--- src/rtl/instr_encoder_loader.sv ---
// ---------------------------------------------------------------------------
// instr_encoder_loader: encodes descriptor stream into 32-bit words, loads IMEM
// Optional INSTR_LOADER_CHECKSUM_EN adds an XOR checksum output.  Rev 1.0
// ---------------------------------------------------------------------------
`default_nettype none

module instr_encoder_loader #(
  parameter int ADDR_W    = 8,
  parameter int DEPTH     = 256,
  parameter int BASE_ADDR = 0
) (
  input  logic              clk,
  input  logic              rst_n,
  input  logic              start,
  input  logic              in_valid,
  output logic              in_ready,
  input  logic              in_last,
  input  logic [2:0]        in_kind,
  input  logic [4:0]        in_rs,
  input  logic [4:0]        in_rt,
  input  logic [4:0]        in_rd,
  input  logic [5:0]        in_funct,
  input  logic [15:0]       in_imm,
  input  logic [25:0]       in_target,
  output logic              mem_we,
  output logic [ADDR_W-1:0] mem_addr,
  output logic [31:0]       mem_wdata,
  output logic              busy,
  output logic              done,
  output logic              err,
  output logic [ADDR_W:0]   word_count
`ifdef INSTR_LOADER_CHECKSUM_EN
  ,
  output logic [31:0]       checksum
`endif
);

  localparam logic [ADDR_W-1:0] BASE_C  = ADDR_W'(BASE_ADDR);
  localparam logic [ADDR_W:0]   DEPTH_C = (ADDR_W+1)'(DEPTH);

  typedef enum logic [1:0] {
    S_IDLE = 2'd0,
    S_LOAD = 2'd1,
    S_DONE = 2'd2
  } state_e;

  state_e              state_q, state_d;
  logic                start_load;
  logic                mem_we_q;
  logic [ADDR_W-1:0]   mem_addr_q;
  logic [31:0]         mem_wdata_q;
  logic [ADDR_W-1:0]   addr_q;
  logic [ADDR_W:0]     word_count_q;
  logic                err_q;
  logic [31:0]         w_word;
  logic                w_xfer, w_legal, w_xfer_ok, w_ovf;
  logic [ADDR_W-1:0]   w_wr_addr;
  logic [ADDR_W:0]     w_cnt_after;

  assign in_ready  = (state_q == S_LOAD);
  assign w_xfer    = in_valid & in_ready;
  assign w_legal   = (in_kind <= 3'd4);
  assign w_xfer_ok = w_xfer & w_legal;

  // Address and count commit one edge after acceptance, so a write still in
  // flight has to be folded in when a back-to-back descriptor arrives.
  assign w_wr_addr   = addr_q + ADDR_W'(mem_we_q);
  assign w_cnt_after = word_count_q + (ADDR_W+1)'(mem_we_q) + (ADDR_W+1)'(1);
  assign w_ovf       = w_xfer_ok & ~in_last & (w_cnt_after == DEPTH_C);

  always_comb begin
    w_word = 32'h0;
    case (in_kind)
      3'd0:                w_word = {6'b000000, in_rs, in_rt, in_rd, 5'b00000, in_funct};
      3'd1, 3'd2, 3'd3:    w_word = {3'b000, in_kind, in_rs, in_rt, in_imm};
      3'd4:                w_word = {6'b000100, in_target};
      default:             w_word = 32'h0;
    endcase
  end

  always_ff @(posedge clk or negedge rst_n) begin
    if (!rst_n) state_q <= S_IDLE;
    else        state_q <= state_d;
  end

  always_comb begin
    state_d    = state_q;
    start_load = 1'b0;
    case (state_q)
      S_IDLE, S_DONE: begin
        if (start) begin
          state_d    = S_LOAD;
          start_load = 1'b1;
        end
      end
      S_LOAD: begin
        if (w_xfer && (!w_legal || in_last || w_ovf)) state_d = S_DONE;
      end
      default: state_d = S_IDLE;
    endcase
  end

  always_ff @(posedge clk or negedge rst_n) begin
    if (!rst_n) begin
      mem_we_q     <= 1'b0;
      mem_addr_q   <= '0;
      mem_wdata_q  <= 32'h0;
      addr_q       <= BASE_C;
      word_count_q <= '0;
      err_q        <= 1'b0;
    end else begin
      mem_we_q <= w_xfer_ok;
      if (w_xfer_ok) begin
        mem_addr_q  <= w_wr_addr;
        mem_wdata_q <= w_word;
      end
      if (start_load) begin
        addr_q       <= BASE_C;
        word_count_q <= '0;
        err_q        <= 1'b0;
      end else begin
        if (mem_we_q) begin
          addr_q       <= addr_q + ADDR_W'(1);
          word_count_q <= word_count_q + (ADDR_W+1)'(1);
        end
        if (w_xfer && (!w_legal || w_ovf)) err_q <= 1'b1;
      end
    end
  end

`ifdef INSTR_LOADER_CHECKSUM_EN
  logic [31:0] checksum_q;

  always_ff @(posedge clk or negedge rst_n) begin
    if (!rst_n)          checksum_q <= 32'h0;
    else if (start_load) checksum_q <= 32'h0;
    else if (mem_we_q)   checksum_q <= checksum_q ^ mem_wdata_q;
  end

  assign checksum = checksum_q;
`endif

  assign mem_we     = mem_we_q;
  assign mem_addr   = mem_addr_q;
  assign mem_wdata  = mem_wdata_q;
  assign busy       = (state_q == S_LOAD);
  assign done       = (state_q == S_DONE);
  assign err        = err_q;
  assign word_count = word_count_q;

endmodule

`default_nettype wire
--- config.mk ---
export PLATFORM = sky130hd
export DESIGN_NAME = instr_encoder_loader
export DESIGN_NICKNAME = d
export VERILOG_FILES = /design/src/rtl/instr_encoder_loader.sv
export SDC_FILE = /design/constraint.sdc
export NUM_CORES = 1
export LEC_CHECK = 0
export BUFFER_PORTS_ARGS = -buffer_cell sky130_fd_sc_hd__buf_2
export CORE_MARGIN = 2
export CORE_UTILIZATION = 52
export CTS_BUF_LIST = sky130_fd_sc_hd__clkbuf_16
export CTS_CLUSTER_DIAMETER = 60
export CTS_CLUSTER_SIZE = 16
export DETAILED_ROUTE_END_ITERATION = 10
export PLACE_DENSITY = 0.84
export SYNTH_ARGS = -nofsm -noshare
export SYNTH_HDL_FRONTEND = slang
export SYNTH_SLANG_ARGS = --single-unit
--- constraint.sdc ---
create_clock -name clk -period 3.3 [get_ports clk]
set_input_delay 0.66 -clock clk [delete_from_list [all_inputs] [get_ports clk]]
set_output_delay 0.66 -clock clk [all_outputs]
set_load 0.005 [all_outputs]
-- Yosys cells after proc, flatten, opt, wreduce, memory -nomap -nowiden
Index checks and enable logic that the tools add are counted.
- add/subtract/negate cells: 5
- multiply operators: 0
- div/mod/pow operators: 0
- $lt $le $gt $ge: 1
- equality and inequality tests: 9
- shifts and indexed selects: 0
- multiplexer cells: 12
- bitwise gates (word level): 5
- reduce and logical (&&, ||, !) cells: 13
- operators with widths (operator ; count):
    29-bit one-hot mux with 3 select lines ; 1
    9-bit by 1-bit adder with 9-bit output (second input constant) ; 2
    9-bit two-way mux ; 2
    8-bit two-way mux ; 2
    9-bit by 1-bit adder with 9-bit output ; 1
    9-bit == test (second input constant) ; 1
    8-bit by 1-bit adder with 8-bit output ; 1
    8-bit by 1-bit adder with 8-bit output (second input constant) ; 1
    3-bit by 2-bit == test with 1-bit output (second input constant) ; 2
    1-bit bitwise AND ; 4
    1-bit two-way mux ; 4
    2-bit two-way mux ; 2
    2-bit one-hot mux with 2 select lines ; 1
    2-bit nonzero test ; 2
    3-bit by 1-bit == test with 1-bit output (second input constant) ; 1
    3-bit == test (second input constant) ; 1
    3-bit <= comparator (second input constant) ; 1
    3-bit logical NOT ; 1
    1-bit logical OR ; 3
    3-bit OR reduction ; 1
    2-bit by 1-bit == test with 1-bit output (second input constant) ; 1
    2-bit == test (second input constant) ; 1
    1-bit logical AND ; 2
    2-bit logical NOT ; 1
    other kinds (6) ; 6
- register bits after elaboration: 61
- bits in latches: 0
- bits in writable memories: 0
- ROM bits: 0
- bits of input ports: 71
- output and inout bits: 54
- word-level logic and storage cells: 52
- memories kept: 0

-- Logic depth before layout (Yosys ltp)
- depth in word-level cells: 9
- gate-level depth with buffers: 9
- mapped depth without buffers: 8

-- Least setup slack after synthesis
No wires, ideal clock.
- kind: reg-to-reg
- start point: register mem_we_q, in the netlist mem_we
- end point: register state_q[0]
- setup time: 121 ps
- data arrival time: 1878 ps
- required time: 3179 ps
- path slack: 1300 ps
- cell stages (with the launch flop): 10
- buffers on the path: 1
- clock period less this slack: 2000 ps
- path through: dfrtp_1 > buf_2 > inv_1 > ha_1 > inv_1 > ha_1 > xor2_1 > nor4b_1 > o2111ai_2 > o22a_1
- longest elaborated chain between the ends: 8
- RTL lines (item ; line ; RTL):
    from (decl) ; 49 ; logic mem_we_q;
    from (signal assigned) ; 112 ; mem_we_q <= w_xfer_ok;
    9-bit by 1-bit adder with 9-bit output (2 in series) ; 68 ; assign w_cnt_after = word_count_q + (ADDR_W+1)'(mem_we_q) + (ADDR_W+1)'(1);
    9-bit == test ; 69 ; assign w_ovf = w_xfer_ok & ~in_last & (w_cnt_after == DEPTH_C);
    1-bit bitwise AND ; 69 ;
    1-bit logical OR ; 97 ; if (w_xfer && (!w_legal || in_last || w_ovf)) state_d = S_DONE;
    1-bit logical AND ; 97 ;
    2-bit by 1-bit inequality test with 1-bit output (no source line) ; -- ;
    2-bit AND reduction (no source line) ; -- ;
    to (signal assigned) ; 83 ; else state_q <= state_d;
    to (decl) ; 47 ; state_e state_q, state_d;
Every way passes these cells.
A chain may end at the register's enable or synchronous reset.

-- Worst setup path after layout
Same ends and word-level chain as after synthesis.

==> impl_results.rst <==
.. list-table::
   :header-rows: 1

   * - Metric
     - Value
   * - Nets
     - between 500 and 600
   * - Type of the most critical hold path
     - in -> async
   * - DP HPWL
     - 5.680 mm
   * - Arrival time at the worst endpoint
     - 2.46 ns
   * - Die ar.
     - 6538 um^2
   * - Post-synth EDFFs
     - 0
   * - Max cap viols
     - 0
   * - Largest area contributor in the synthesized netlist
     - dfrtp_1
   * - Cell family contributing the most delay on the critical path
     - flip-flops
   * - Number of warnings reported in the yosys synthesis log
     - 0
   * - Total standard cell area after synthesis
     - approximately 3000 um^2
   * - Setup_tns
     - 0 ns
   * - Final cell area excluding filler cells
     - about 4000 um^2
   * - Power Dens Cells
     - roughly 740 nW/um^2
   * - Worst Setup SP
     - mem_we$_DFF_PN0_
   * - Number of DRC violations after detailed routing
     - 0
   * - Leading post-synthesis cells by cell area
     - dfrtp_1 47%, mux2_2 4.8%, nor2_1 4.8%, a21oi_1 4.6%, o22ai_1 4.3%
   * - Leakage power figure
     - approximately 1.9 nW
   * - Cell Count, Final, Fillers Out
     - between 500 and 600
   * - Worst-skew pair later-pin latency
     - roughly 0.32 ns
   * - Number of clock sinks seen by CTS
     - 58
   * - Worst-case hold slack
     - about 0.23 ns
   * - Synth cell types
     - 44
   * - Remaining number of nets flagged by the antenna check after routing
     - 0
   * - Syn Inst Count
     - 323
   * - Part of the Yosys area used for sequential elements
     - a little under half
   * - Max Buffers Root-to-Sink
     - 2
   * - Number of antenna violations at the first check in global routing
     - 0
   * - Slowest cell on the critical path
     - dfrtp_1
   * - Area share of the largest cell type after synthesis
     - a little under half
   * - TritonCTS clock tree
     - built
   * - Layout cell share with drive strength beyond 1
     - a little over a third
   * - Worst path max stage delay
     - 0.63 ns
   * - Launching point of the worst reg2reg path
     - mem_we$_DFF_PN0_
   * - Number of buffers and inverters on the critical path
     - 2
   * - Detailed-route wire length
     - around 8.1 mm
   * - Starting density of the core
     - 54.77%
   * - Core ar.
     - around 5600 um^2
   * - Final weighted congestion in routability-driven placement
     - a little under 0.9
   * - Number of global-route vias before repair
     - roughly 2800
   * - Via/cell ratio
     - ~5.8
   * - Wire length of the first global-routing pass
     - roughly 13 mm
   * - Number of gates resized after CTS
     - 0
   * - Final standard cell utilization of the core
     - 70.57%
   * - Commonest cells post-synth
     - 58 x dfrtp_1, 39 x nor2_1, 28 x a21oi_1
   * - Pin slew with the least headroom to its limit
     - 0.6082 ns
   * - Async S/R FF share, synth
     - 100.0%
   * - Relative slew margins
     - roughly three fifths
   * - I/O Pins
     - approximately 130
   * - Setup repair after global routing missed its margin
     - false
   * - Total gr overflow
     - 0
   * - Dpl cell area
     - between 3000 and 4000 um^2
   * - Number of rows created at floorplan
     - 27
   * - Hold-fix buffer count after cts
     - 0
   * - Finish-stage setup viols
     - 0
   * - Maximum number of pins on one net before global-route repair
     - 44
   * - Number of slew-limit violations in the final report
     - 0
   * - Violation count after the first detailed-route iteration
     - 160
   * - Clock Pin Slew Worst Setup and Hold Paths
     - 0.05 ns
   * - N_diodes
     - 0
   * - Series of cell instances along the critical path
     - inv_1 -> ha_1 -> inv_1 -> ha_1 -> xor2_1 -> nor4b_1 -> o2111ai_2 -> o22a_1
   * - Worst IR drop on VDD
     - about 0.00048 V
   * - Vertical die dimension
     - approximately 81 um
   * - Final period utilization
     - roughly two thirds
   * - Number of register bits inferred by synthesis
     - between 50 and 60
   * - Count leader, synth
     - dfrtp_1
   * - Post-CTS setup buffer count
     - 0
   * - Element type at the critical path end
     - flip-flop
   * - Prevailing post-synth register cell
     - dfrtp_1
   * - Count of buffers from port buffering
     - about 120
   * - Tmin final
     - 2.248 ns
   * - Wire length per cell after detailed routing
     - approximately 16 um
   * - Total CTS buffers
     - 9
   * - Total count of hold-check failures in the final report
     - 0
   * - Root cell of the clock tree
     - clkbuf_16
   * - Clock H-tree levels
     - 3
   * - Die width
     - 80.86 um
   * - Synthesized area per cell
     - about 9.5 um^2
   * - P&R area growth vs syn
     - 28.84%
   * - Overall Global Routing Usage
     - a little over a quarter
   * - Critical path peak fanout
     - 14
   * - Type of the setup path with the least slack
     - reg -> reg
   * - Run status
     - completed
   * - Required @ worst endpoint
     - ~3.5 ns
   * - Final clock skew
     - 0.006510 ns
   * - Highest attainable clock frequency
     - 0.4448 GHz
   * - Total number of vias
     - around 3000
   * - Category of the worst setup path launch point
     - flip-flop
   * - First-pass DRT Iterations
     - 4
   * - Placed Instances
     - 500
## per-stage QoR
step,total power [W],setup slack (ns)
2_1_floorplan,0.001645,1.300
3_3_place_gp,0.002009,1.164
3_5_place_dp,0.002051,1.107
4_1_cts,0.002961,1.058
5_1_grt,0.003130,0.7885
6_report,0.002939,1.052
## cells in the final DEF (no fill, tap or decap), types with 3 or more instances in the layout
cell type	n
inv_1	8
buf_4	5
nand4_1	7
nor2_1	39
a31oi_1	13
o22ai_1	21
nor3_1	3
o21ai_0	10
ha_1	6
mux2_2	13
dfrtp_1	58
mux2i_1	3
a21oi_1	28
clkbuf_16	9
xor2_1	10
a22oi_1	10
clkinv_1	3
nand2_1	20
buf_2	121
or3_1	5
nand3_1	16
conb_1	3
xnor2_1	7
## state kept, by name, summed over array words and instances, names as in the netlist
signal and cells:
word_count 9, err 1, mem_wdata 29, state_q 2
mem_addr 8, addr_q 8, mem_we 1
## per-layer routing
layer | wire length [um] | track usage [%]
met3 | 485 | 6.556
met4 | 246 | 12.88
met2 | 4172 | 43.97
met1 | 3196 | 31.41
met5 | 0 | 0
## logic make-up (layout without fill, tap and decap cells)
kind of cell / count (synthesis) / count (layout) / share of synthesized area (%)
adders and majority gates: 6 / 6 / 2.444
muxes: 16 / 16 / 5.743
DFF: 58 / 58 / 47.25
AOI/OAI and AO/OA: 90 / 90 / 17.88
other: 1 / 3 / 0.1221
buffers and inverters: 31 / 150 / 5.580
and+or+nand+nor: 104 / 104 / 16.13
xor gates and xnor gates: 17 / 17 / 4.847
## path summary, 6_finish.rpt
check | to | slack (ns) | cells past startpoint
max in group asynchronous | mem_wdata[0]$_DFFE_PN0N_ | 2.20 | 2
worst min register to register | mem_addr[1]$_DFFE_PN0N_ | 0.51 | 1
worst max register to register | state_q[0]$_DFFE_PN0P_ | 1.05 | 8
worst min-delay path | mem_wdata[7]$_DFFE_PN0N_ | 0.23 | 1
worst max-delay path | state_q[0]$_DFFE_PN0P_ | 1.05 | 8
min in group clk | mem_addr[1]$_DFFE_PN0N_ | 0.51 | 1
## power breakdown
group / leakage (nW) / internal, W / switching, W / total [W]
sequential: 0.726 / 0.000963 / 0.000190 / 0.00115
clock: 0.138 / 0.000573 / 0.000316 / 0.000889
combinational: 1.02 / 0.000457 / 0.000440 / 0.000896
## final cells by class
cell class	count	area, um^2
fillers	434	1650
well taps	72	90.09
inverters	8	30.03
clock buffers	9	225.2
repair buffers	126	643.1
multi-input cells	236	1456
clock inverters	7	61.31
flip-flops and latches	58	1451
Note: power is estimated with default switching activity, not from simulation.
